[src/rtl/lut_sweep_pkg.sv]
// Shared types and sizing helpers for the LUT sweep engine.
// Latency: n/a (package only).
// Backpressure: n/a (package only).
package lut_sweep_pkg;

    typedef enum logic [1:0] {
        IDLE = 2'd0,
        RUN  = 2'd1,
        DONE = 2'd2
    } sweep_state_t;

    // Number of rows in a truth table of n_in inputs.
    function automatic int rows_of(input int n_in);
        return 1 << n_in;
    endfunction

    // Channel index width; never collapses to zero bits for a single table.
    function automatic int ch_w_of(input int n_ch);
        return (n_ch > 1) ? $clog2(n_ch) : 1;
    endfunction

endpackage

[src/rtl/lut_bank.sv]
// Register bank of N_CH truth tables with a combinational (ch,row) read mux.
// Latency: write visible on the next cycle; read is combinational.
// Backpressure: none; writes to channels >= N_CH are dropped.
// Ports: we/ch/data = write port; rd_ch/rd_row -> rd_bit = table[rd_ch][rd_row].
module lut_bank
    import lut_sweep_pkg::*;
#(
    parameter int N_IN = 3,
    parameter int N_CH = 2
) (
    input  logic                       clk,
    input  logic                       rst_n,
    input  logic                       we,
    input  logic [ch_w_of(N_CH)-1:0]   ch,
    input  logic [rows_of(N_IN)-1:0]   data,
    input  logic [ch_w_of(N_CH)-1:0]   rd_ch,
    input  logic [N_IN-1:0]            rd_row,
    output logic                       rd_bit
);
    localparam int ROWS = rows_of(N_IN);
    localparam int CH_W = ch_w_of(N_CH);

    logic [ROWS-1:0] tbl_q [N_CH];
    logic [ROWS-1:0] tbl_d [N_CH];

    // Matching against each legal channel index drops out-of-range writes
    // without ever indexing past the array.
    always_comb begin
        for (int i = 0; i < N_CH; i++) begin
            tbl_d[i] = tbl_q[i];
            if (we && (ch == CH_W'(i))) begin
                tbl_d[i] = data;
            end
        end
    end

    always_ff @(posedge clk or negedge rst_n) begin
        if (!rst_n) begin
            for (int i = 0; i < N_CH; i++) begin
                tbl_q[i] <= '0;
            end
        end else begin
            for (int i = 0; i < N_CH; i++) begin
                tbl_q[i] <= tbl_d[i];
            end
        end
    end

    // Generalised 2**N_IN:1 mux per channel, then channel select.
    always_comb begin
        rd_bit = 1'b0;
        for (int i = 0; i < N_CH; i++) begin
            if (rd_ch == CH_W'(i)) begin
                rd_bit = tbl_q[i][rd_row];
            end
        end
    end

endmodule

[src/rtl/lut_sweep_engine.sv]
// Sweeps all input combinations of a selected truth table, one registered row per step.
// Latency: row r at E0+1+r*STEP_CYCLES after start edge E0; done STEP_CYCLES after last row.
// Backpressure: none; start is only sampled in IDLE, table writes dropped while busy.
// Ports: cfg_we/cfg_ch/cfg_data write tables; start/ch_sel launch a sweep;
//        busy/row_valid/row_in/row_out/done/result report it.
// Optional: LUT_SWEEP_CHECK_EN adds exp_vec compare (mismatch/err_count/first_err_row).
module lut_sweep_engine
    import lut_sweep_pkg::*;
#(
    parameter int N_IN        = 3,
    parameter int N_CH        = 2,
    parameter int STEP_CYCLES = 1
) (
    input  logic                       clk,
    input  logic                       rst_n,
    input  logic                       cfg_we,
    input  logic [ch_w_of(N_CH)-1:0]   cfg_ch,
    input  logic [rows_of(N_IN)-1:0]   cfg_data,
    input  logic                       start,
    input  logic [ch_w_of(N_CH)-1:0]   ch_sel,
    output logic                       busy,
    output logic                       row_valid,
    output logic [N_IN-1:0]            row_in,
    output logic                       row_out,
    output logic                       done,
    output logic [rows_of(N_IN)-1:0]   result
`ifdef LUT_SWEEP_CHECK_EN
    ,
    input  logic [rows_of(N_IN)-1:0]   exp_vec,
    output logic                       mismatch,
    output logic [N_IN:0]              err_count,
    output logic [N_IN-1:0]            first_err_row
`endif
);
    localparam int ROWS = rows_of(N_IN);
    localparam int CH_W = ch_w_of(N_CH);
    localparam int SC_W = (STEP_CYCLES > 1) ? $clog2(STEP_CYCLES) : 1;
    localparam logic [SC_W-1:0] STEP_LAST = SC_W'(STEP_CYCLES - 1);
    localparam logic [N_IN:0]   ROWS_L    = (N_IN + 1)'(ROWS);

    sweep_state_t     state_q, state_d;
    logic [SC_W-1:0]  step_q, step_d;
    logic [N_IN:0]    row_q, row_d;     // one extra bit: reaching ROWS ends the pass
    logic [CH_W-1:0]  ch_q, ch_d;
    logic             row_vld_q, row_vld_d;
    logic [N_IN-1:0]  row_in_q, row_in_d;
    logic             row_out_q, row_out_d;
    logic             done_q, done_d;
    logic [ROWS-1:0]  result_q, result_d;

    logic             lut_bit;
    logic             ch_sel_ok;
    logic             start_acc;
    logic             emit;
    logic [N_IN-1:0]  row_idx;

    assign row_idx = row_q[N_IN-1:0];

    // Tables are write-protected for the whole sweep, including the DONE cycle.
    lut_bank #(.N_IN(N_IN), .N_CH(N_CH)) u_bank (
        .clk    (clk),
        .rst_n  (rst_n),
        .we     (cfg_we && (state_q == IDLE)),
        .ch     (cfg_ch),
        .data   (cfg_data),
        .rd_ch  (ch_q),
        .rd_row (row_idx),
        .rd_bit (lut_bit)
    );

    always_comb begin
        ch_sel_ok = 1'b0;
        for (int i = 0; i < N_CH; i++) begin
            if (ch_sel == CH_W'(i)) begin
                ch_sel_ok = 1'b1;
            end
        end
    end

    always_comb begin
        state_d   = state_q;
        step_d    = step_q;
        row_d     = row_q;
        ch_d      = ch_q;
        row_vld_d = 1'b0;
        row_in_d  = row_in_q;
        row_out_d = row_out_q;
        done_d    = 1'b0;
        result_d  = result_q;
        start_acc = 1'b0;
        emit      = 1'b0;
        case (state_q)
            IDLE: begin
                if (start && ch_sel_ok) begin
                    start_acc = 1'b1;
                    state_d   = RUN;
                    ch_d      = ch_sel;
                    result_d  = '0;
                    row_d     = '0;
                    step_d    = '0;
                end
            end
            RUN: begin
                // A step slot past the last row raises done, so done trails
                // the last row by exactly one step period.
                if (step_q == '0) begin
                    if (row_q == ROWS_L) begin
                        state_d = DONE;
                        done_d  = 1'b1;
                    end else begin
                        emit              = 1'b1;
                        row_vld_d         = 1'b1;
                        row_in_d          = row_idx;
                        row_out_d         = lut_bit;
                        result_d[row_idx] = lut_bit;
                        row_d             = row_q + (N_IN + 1)'(1);
                    end
                end
                step_d = (step_q == STEP_LAST) ? '0 : step_q + SC_W'(1);
            end
            DONE: begin
                state_d = IDLE;
            end
            default: begin
                state_d = IDLE;
            end
        endcase
    end

    always_ff @(posedge clk or negedge rst_n) begin
        if (!rst_n) begin
            state_q   <= IDLE;
            step_q    <= '0;
            row_q     <= '0;
            ch_q      <= '0;
            row_vld_q <= 1'b0;
            row_in_q  <= '0;
            row_out_q <= 1'b0;
            done_q    <= 1'b0;
            result_q  <= '0;
        end else begin
            state_q   <= state_d;
            step_q    <= step_d;
            row_q     <= row_d;
            ch_q      <= ch_d;
            row_vld_q <= row_vld_d;
            row_in_q  <= row_in_d;
            row_out_q <= row_out_d;
            done_q    <= done_d;
            result_q  <= result_d;
        end
    end

    assign busy      = (state_q != IDLE);
    assign row_valid = row_vld_q;
    assign row_in    = row_in_q;
    assign row_out   = row_out_q;
    assign done      = done_q;
    assign result    = result_q;

`ifdef LUT_SWEEP_CHECK_EN
    logic [ROWS-1:0] exp_q, exp_d;
    logic            mis_q, mis_d;
    logic [N_IN:0]   err_q, err_d;
    logic [N_IN-1:0] fer_q, fer_d;

    always_comb begin
        exp_d = exp_q;
        mis_d = mis_q;
        err_d = err_q;
        fer_d = fer_q;
        if (start_acc) begin
            exp_d = exp_vec;
            mis_d = 1'b0;
            err_d = '0;
            fer_d = '0;
        end else if (emit && (lut_bit != exp_q[row_idx])) begin
            if (err_q != ROWS_L) begin
                err_d = err_q + (N_IN + 1)'(1);
            end
            // Only the first miscompare of a sweep records its row.
            if (!mis_q) begin
                fer_d = row_idx;
            end
            mis_d = 1'b1;
        end
    end

    always_ff @(posedge clk or negedge rst_n) begin
        if (!rst_n) begin
            exp_q <= '0;
            mis_q <= 1'b0;
            err_q <= '0;
            fer_q <= '0;
        end else begin
            exp_q <= exp_d;
            mis_q <= mis_d;
            err_q <= err_d;
            fer_q <= fer_d;
        end
    end

    assign mismatch      = mis_q;
    assign err_count     = err_q;
    assign first_err_row = fer_q;
`endif

endmodule

[config.mk]
export PLATFORM = sky130hd
export DESIGN_NAME = lut_sweep_engine
export DESIGN_NICKNAME = d
export VERILOG_FILES = /design/src/rtl/lut_sweep_pkg.sv /design/src/rtl/lut_bank.sv /design/src/rtl/lut_sweep_engine.sv
export SDC_FILE = /design/constraint.sdc
export NUM_CORES = 1
export LEC_CHECK = 0
export CORE_MARGIN = 4
export CORE_UTILIZATION = 45
export CTS_BUF_LIST = sky130_fd_sc_hd__clkbuf_4
export CTS_CLUSTER_DIAMETER = 60
export CTS_CLUSTER_SIZE = 40
export DETAILED_ROUTE_END_ITERATION = 6
export DONT_BUFFER_PORTS = 1
export PLACE_DENSITY_LB_ADDON = 0.05
export SLEW_MARGIN = 25
export SYNTH_ARGS = -nofsm -noshare
export SYNTH_HDL_FRONTEND = slang
export SYNTH_SLANG_ARGS = --single-unit
[constraint.sdc]
create_clock -name clk -period 6.47 [get_ports clk]
set_input_delay 0.3235 -clock clk [delete_from_list [all_inputs] [get_ports clk]]
set_output_delay 0.3235 -clock clk [all_outputs]
set_load 0.03 [all_outputs]
# Yosys cells after proc, flatten, opt, wreduce, memory -nomap -nowiden

Cells that the tools add are included.

Flip-flop bits (word level): 38
Bits of input ports: 14
Output and inout bits: 15
Word-level logic and storage cells: 65

Add/sub/neg operators: 2
Order comparisons: 2
Eq/ne operators: 6
Multiplexer cells: 29
Bitwise gates (word level): 3
Reduce and logical (&&, ||, !) cells: 12

Operator list:

| operator              | count |
|---|---|
| $mux W8               | 3 |
| $pmux W8 S2           | 1 |
| $mux W1               | 12 |
| $mux W4               | 3 |
| $bwmux W8             | 1 |
| $ne A2 B2 Y1 const B  | 4 |
| $pmux W4 S2           | 1 |
| $bmux W1 S3           | 2 |
| $mux W2               | 3 |
| $reduce_and A3 Y1     | 2 |
| $add A4 B1 Y4 const B | 1 |
| $eq A4 B4 Y1 const B  | 1 |
| $logic_and A1 B1 Y1   | 4 |
| $lt A3 B4 Y1 const B  | 1 |
| $pmux W2 S2           | 1 |
| $reduce_and A2 Y1     | 2 |
| $reduce_and A4 Y1     | 1 |
| $reduce_bool A2 Y1    | 2 |
| $demux W1 S3          | 1 |
| $ge A3 B1 Y1 const B  | 1 |
| $not A1 Y1            | 3 |
| $eq A2 B1 Y1 const B  | 1 |
| $logic_not A2 Y1      | 1 |
| $pmux W1 S2           | 1 |
| $add A1 B1 Y1 const B | 1 |

# Depth between registers and ports, before layout

Word-level depth: 8
Mapped depth: 8
Mapped depth without buffers: 7

# Hierarchy

From an unflattened synthesis, not the netlist that was laid out.

Cells, all modules: 135
Area, all modules: 1774.2 µm²

Modules (own cells, without submodules):

| module           | times used | cells an instance | area each (µm²) | sequential area each (µm²) |
|---|---|---|---|---|
| lut_sweep_engine | 1          | 93                | 1043.5          | 525.5 |
| lut_bank         | 1          | 42                | 730.7           | 400.4 |

# Least setup slack after synthesis

Ideal clock, no wire load.

Path type: register -> register
From: register row_q[0]
To: register result_q[0], in the netlist result[0]
Library setup time: 133 ps
Arrival: 1927 ps
Data required time: 6337 ps
Path slack: 4410 ps
Stages on the path, launching flop included: 9
Buffers on the path: 1
Period minus slack after synthesis: 2060 ps
Cell sequence: dfrtp_1 > buf_2 > inv_1 > ha_1 > and3b_1 > a211o_4 > or4_4 > nand3_1 > o31ai_2

Word-level cells in the longest chain between the ends: 8
Elaborated cells between the ends (all ways): 17
Classes of those cells: 2 x order compare; 2 x eq/ne; 11 x mux; 2 x reduce/logical

RTL lines:

| element                                                                   | RTL line                | RTL |
|---|---|---|
| from (decl)                                                               | lut_sweep_engine.sv:43  | `logic [N_IN:0] row_q, row_d;` |
| from (signal assigned)                                                    | lut_sweep_engine.sv:144 | `row_q <= row_d;` |
| $lt A3 B4 Y1 (not written as such) / $ge A3 B1 Y1 (equally long branches) | lut_sweep_engine.sv:115 | `result_d[row_idx] = lut_bit;` |
| $logic_and A1 B1 Y1 (not written as such)                                 | lut_sweep_engine.sv:115 |  |
| $mux W1 (not written as such)                                             | lut_sweep_engine.sv:115 |  |
| $demux W1 S3                                                              | lut_sweep_engine.sv:115 |  |
| $bwmux W8                                                                 | lut_sweep_engine.sv:115 |  |
| $mux W8                                                                   | lut_sweep_engine.sv:107 | `if (row_q == ROWS_L) begin` |
| $mux W8                                                                   | lut_sweep_engine.sv:106 | `if (step_q == '0) begin` |
| $pmux W8 S2                                                               | lut_sweep_engine.sv:92  | `case (state_q)` |
| to (signal assigned)                                                      | lut_sweep_engine.sv:150 | `result_q <= result_d;` |
| to (decl)                                                                 | lut_sweep_engine.sv:49  | `logic [ROWS-1:0] result_q, result_d;` |

Several ways; a longest one is shown, not always the timed one. The select of a mux whose other input is x is not followed.
A chain may end at the register's enable or synchronous reset.

# Worst setup path in the final report

Ends and elaborated chain as after synthesis.

==> flow_summary.yaml <==
status:
  status: "finished, final reports clean"
placement:
  port-buffer-count: 0
  placed_cells: 193
  gp_congestion: 0.817
  hpwl_mm: 2.48
synth:
  synth.avg_cell_area_um2: 11.1
  synth-main-ff-cell: "dfrtp_1"
  synth_edf_count: 0
  ys_seq_elements: 37
  synth_nets: 169
  seq_area_frac_synth_pct: 54.4
  synth.distinct_cells: 34
  async_flop_share_pct: 100
  syn_area_mm2: 0.00170
  yosysWarnings: 0
  netlist_instances: 153
floorplan:
  std_cell_rows: 22
  dieArea_mm2: 0.00483
  start_util_pct: 46.5
  die_w_um: 69.5
  io_pins: 29
  core_area_mm2: 0.00366
  die_h_um: 69.5
route:
  wirelength_mm: 3.33
  dr.pass1.iters: 4
  drc: 0
  drt-wirelength-per-cell_um: 16.4
  drtIter0Drc: 52
  num_vias: 1137
  postRouteAntennaNets: 0
  via_per_inst: 5.60
grt:
  grt_max_degree: 38
  grt_pass1_wl_mm: 5.92
  grt_overflow_total: 0
  grt_pass1_vias: 1216
  grtUsageTotal_pct: 15.6
  antenna_found_initial: 0
setup_path:
  start_kind: "register"
  arrival_ns: 2.71
  r2r_cells: 7
  crit_path_max_fanout: 17
  regToRegSetupSlack_ns: 3.97
  endpoint: "result[0]"
  r2r_start: "row_q[0]"
  critical_path.startpoint: "row_q[0]"
  r2r_end: "result[0]"
  critPathKind: "register to register"
  required_ns: 6.68
  crit_path_end_kind: "register"
final_layout:
  instances_no_fill: 203
  drive_gt1_share_pct: 20.6
  nFillCells: 340
  antenna_cells: 0
  area_growth_syn_to_layout_pct: 6.10
  final_common_cell: "dfrtp_1"
  nNetsFinal: 170
  layout_common_cells: "dfrtp_1, o21ai_0, mux2_2, nand2_1, nor2_1"
clock_network:
  cts_made_buffers: 5
  cts_resized: 0
  clk_latency_ns: 0.33
  cts.sinks: 37
  cts_buffer_depth: 2
  h-tree-depth: 2
  cts_tree: "yes"
  clk_pin_slew_worst_paths_ns: 0.11
  cts-root-buf: "clkbuf_4"
sta:
  tightest_slew_ns: 0.626
  maxSlewViolCount: 0
  fin_crit_ns: 2.50
  slew_headroom_pct: 58.2
  skew_ns: 0.0123
  fmax_mhz: 400
  fin_tns_setup_ns: 0
  setup_viol: 0
  rsz0062_at_grt: "no"
  finalHoldViolCount: 0
  fin_crit_sh_pct: 38.6
pwr:
  p_leak_uw: 0.000782
  p_per_area_mw_per_mm2: 511
  vdd_ir_drop_max_mv: 0.200
job:
  drv_cap: 0
min_path:
  min_path_type: "input port to register"
-- per-stage QoR --
stage	setup WS, ns	hold slack [ns]	utilization, %	area (um2)	total power [uW]
2_1_floorplan	4.41	0.0279	-	1700	741
3_3_place_gp	4.06	0.0288	47.2	1730	809
3_5_place_dp	3.97	0.0288	47.2	1730	822
4_1_cts	3.95	0.0450	49.4	1810	941
5_1_grt	3.76	0.0283	49.4	1810	1010
6_report	3.97	0.0642	49.4	1810	924
-- worst min-delay path by stage --
| stage | startpoint | endpoint | slack (ns) | depth (start not counted) |
|---|---|---|---|---|
| after floorplan | rst_n | ch_q | 0.03 | 0 |
| after global placement | rst_n | row_out | 0.03 | 0 |
| after detailed placement | rst_n | row_out | 0.03 | 0 |
| after CTS | start | row_q[2] | 0.05 | 1 |
| after global routing | start | row_q[2] | 0.03 | 1 |
| final | start | row_q[2] | 0.06 | 1 |
-- cell usage after synthesis, types with 2 or more instances --
| library cell | instances | area share (%) |
|---|---|---|
| a21oi_1 | 7 | 2.1 |
| ha_1 | 2 | 1.5 |
| mux2_2 | 18 | 12 |
| nand3b_1 | 3 | 1.3 |
| nor2b_1 | 2 | 0.73 |
| nand2_1 | 14 | 3.1 |
| nor2_1 | 8 | 1.8 |
| nand2b_1 | 2 | 0.73 |
| inv_1 | 5 | 1.1 |
| mux2i_1 | 5 | 2.9 |
| dfrtp_1 | 37 | 54 |
| nand3_1 | 6 | 1.8 |
| clkbuf_1 | 2 | 0.44 |
| buf_2 | 5 | 1.5 |
| o21ai_0 | 18 | 5.3 |
-- repair_timing --
| action | in CTS | in global routing |
|---|---|---|
| hold endpoints to repair | 37 | 0 |
| buffers inserted | 0 | 0 |
| hold buffers | 2 | 0 |
-- metal layers --
| metal | GRT usage (%) | vias up | share of wire (%) | wire, um |
|---|---|---|---|---|
| li1 | - | 546 | - | - |
| met1 | 18.3 | 564 | 40 | 1340 |
| met2 | 25.5 | 25 | 53 | 1780 |
| met3 | 7.10 | 2 | 6.0 | 199 |
| met4 | 4.56 | 0 | 0.57 | 19 |
| met5 | 0 | - | 0 | 0 |
-- critical path, cell delays in order, from the launching register on --
cell	delay, ns
dfrtp_1	0.68
inv_1	0.23
ha_1	0.28
and3b_1	0.19
a211o_4	0.38
or4_4	0.43
nand3_1	0.11
o31ai_2	0.07
-- cells by family after synthesis --
| family | count (synthesis) | share of synthesized area (%) |
|---|---|---|
| buf+inv | 14 | 3.45 |
| compound gates | 35 | 13.5 |
| mux | 23 | 14.8 |
| fa+ha+maj | 2 | 1.47 |
| flops | 37 | 54.4 |
| simple gates | 42 | 12.3 |
-- sequential cells by signal, summed over array words and instances, names as in the netlist --
| name | cells |
|---|---|
| ch_q | 1 |
| done | 1 |
| result | 8 |
| row_in | 3 |
| row_out | 1 |
| row_q | 4 |
| row_valid | 1 |
| state_q | 2 |
| u_bank.tbl_q | 16 |
-- where the power goes --
group          total (uW)  internal (uW)  switching, uW
Combinational         330            154            176
Clock                 110           39.3           71.2
Sequential            483            329            154
Total                 924            523            401
-- area by class of cell --
class / count / area (um2) / share of cell area [%]
sequential: 37 / 926 / 51.2
multi-input combinational: 102 / 718 / 39.8
clock inverter: 3 / 12.5 / 0.693
timing repair buffer: 2 / 30.0 / 1.66
clock buffer: 5 / 37.5 / 2.08
tap: 48 / 60.1 / 3.32
inverter: 6 / 22.5 / 1.25
No activity file was read; power rests on OpenSTA's default activity.
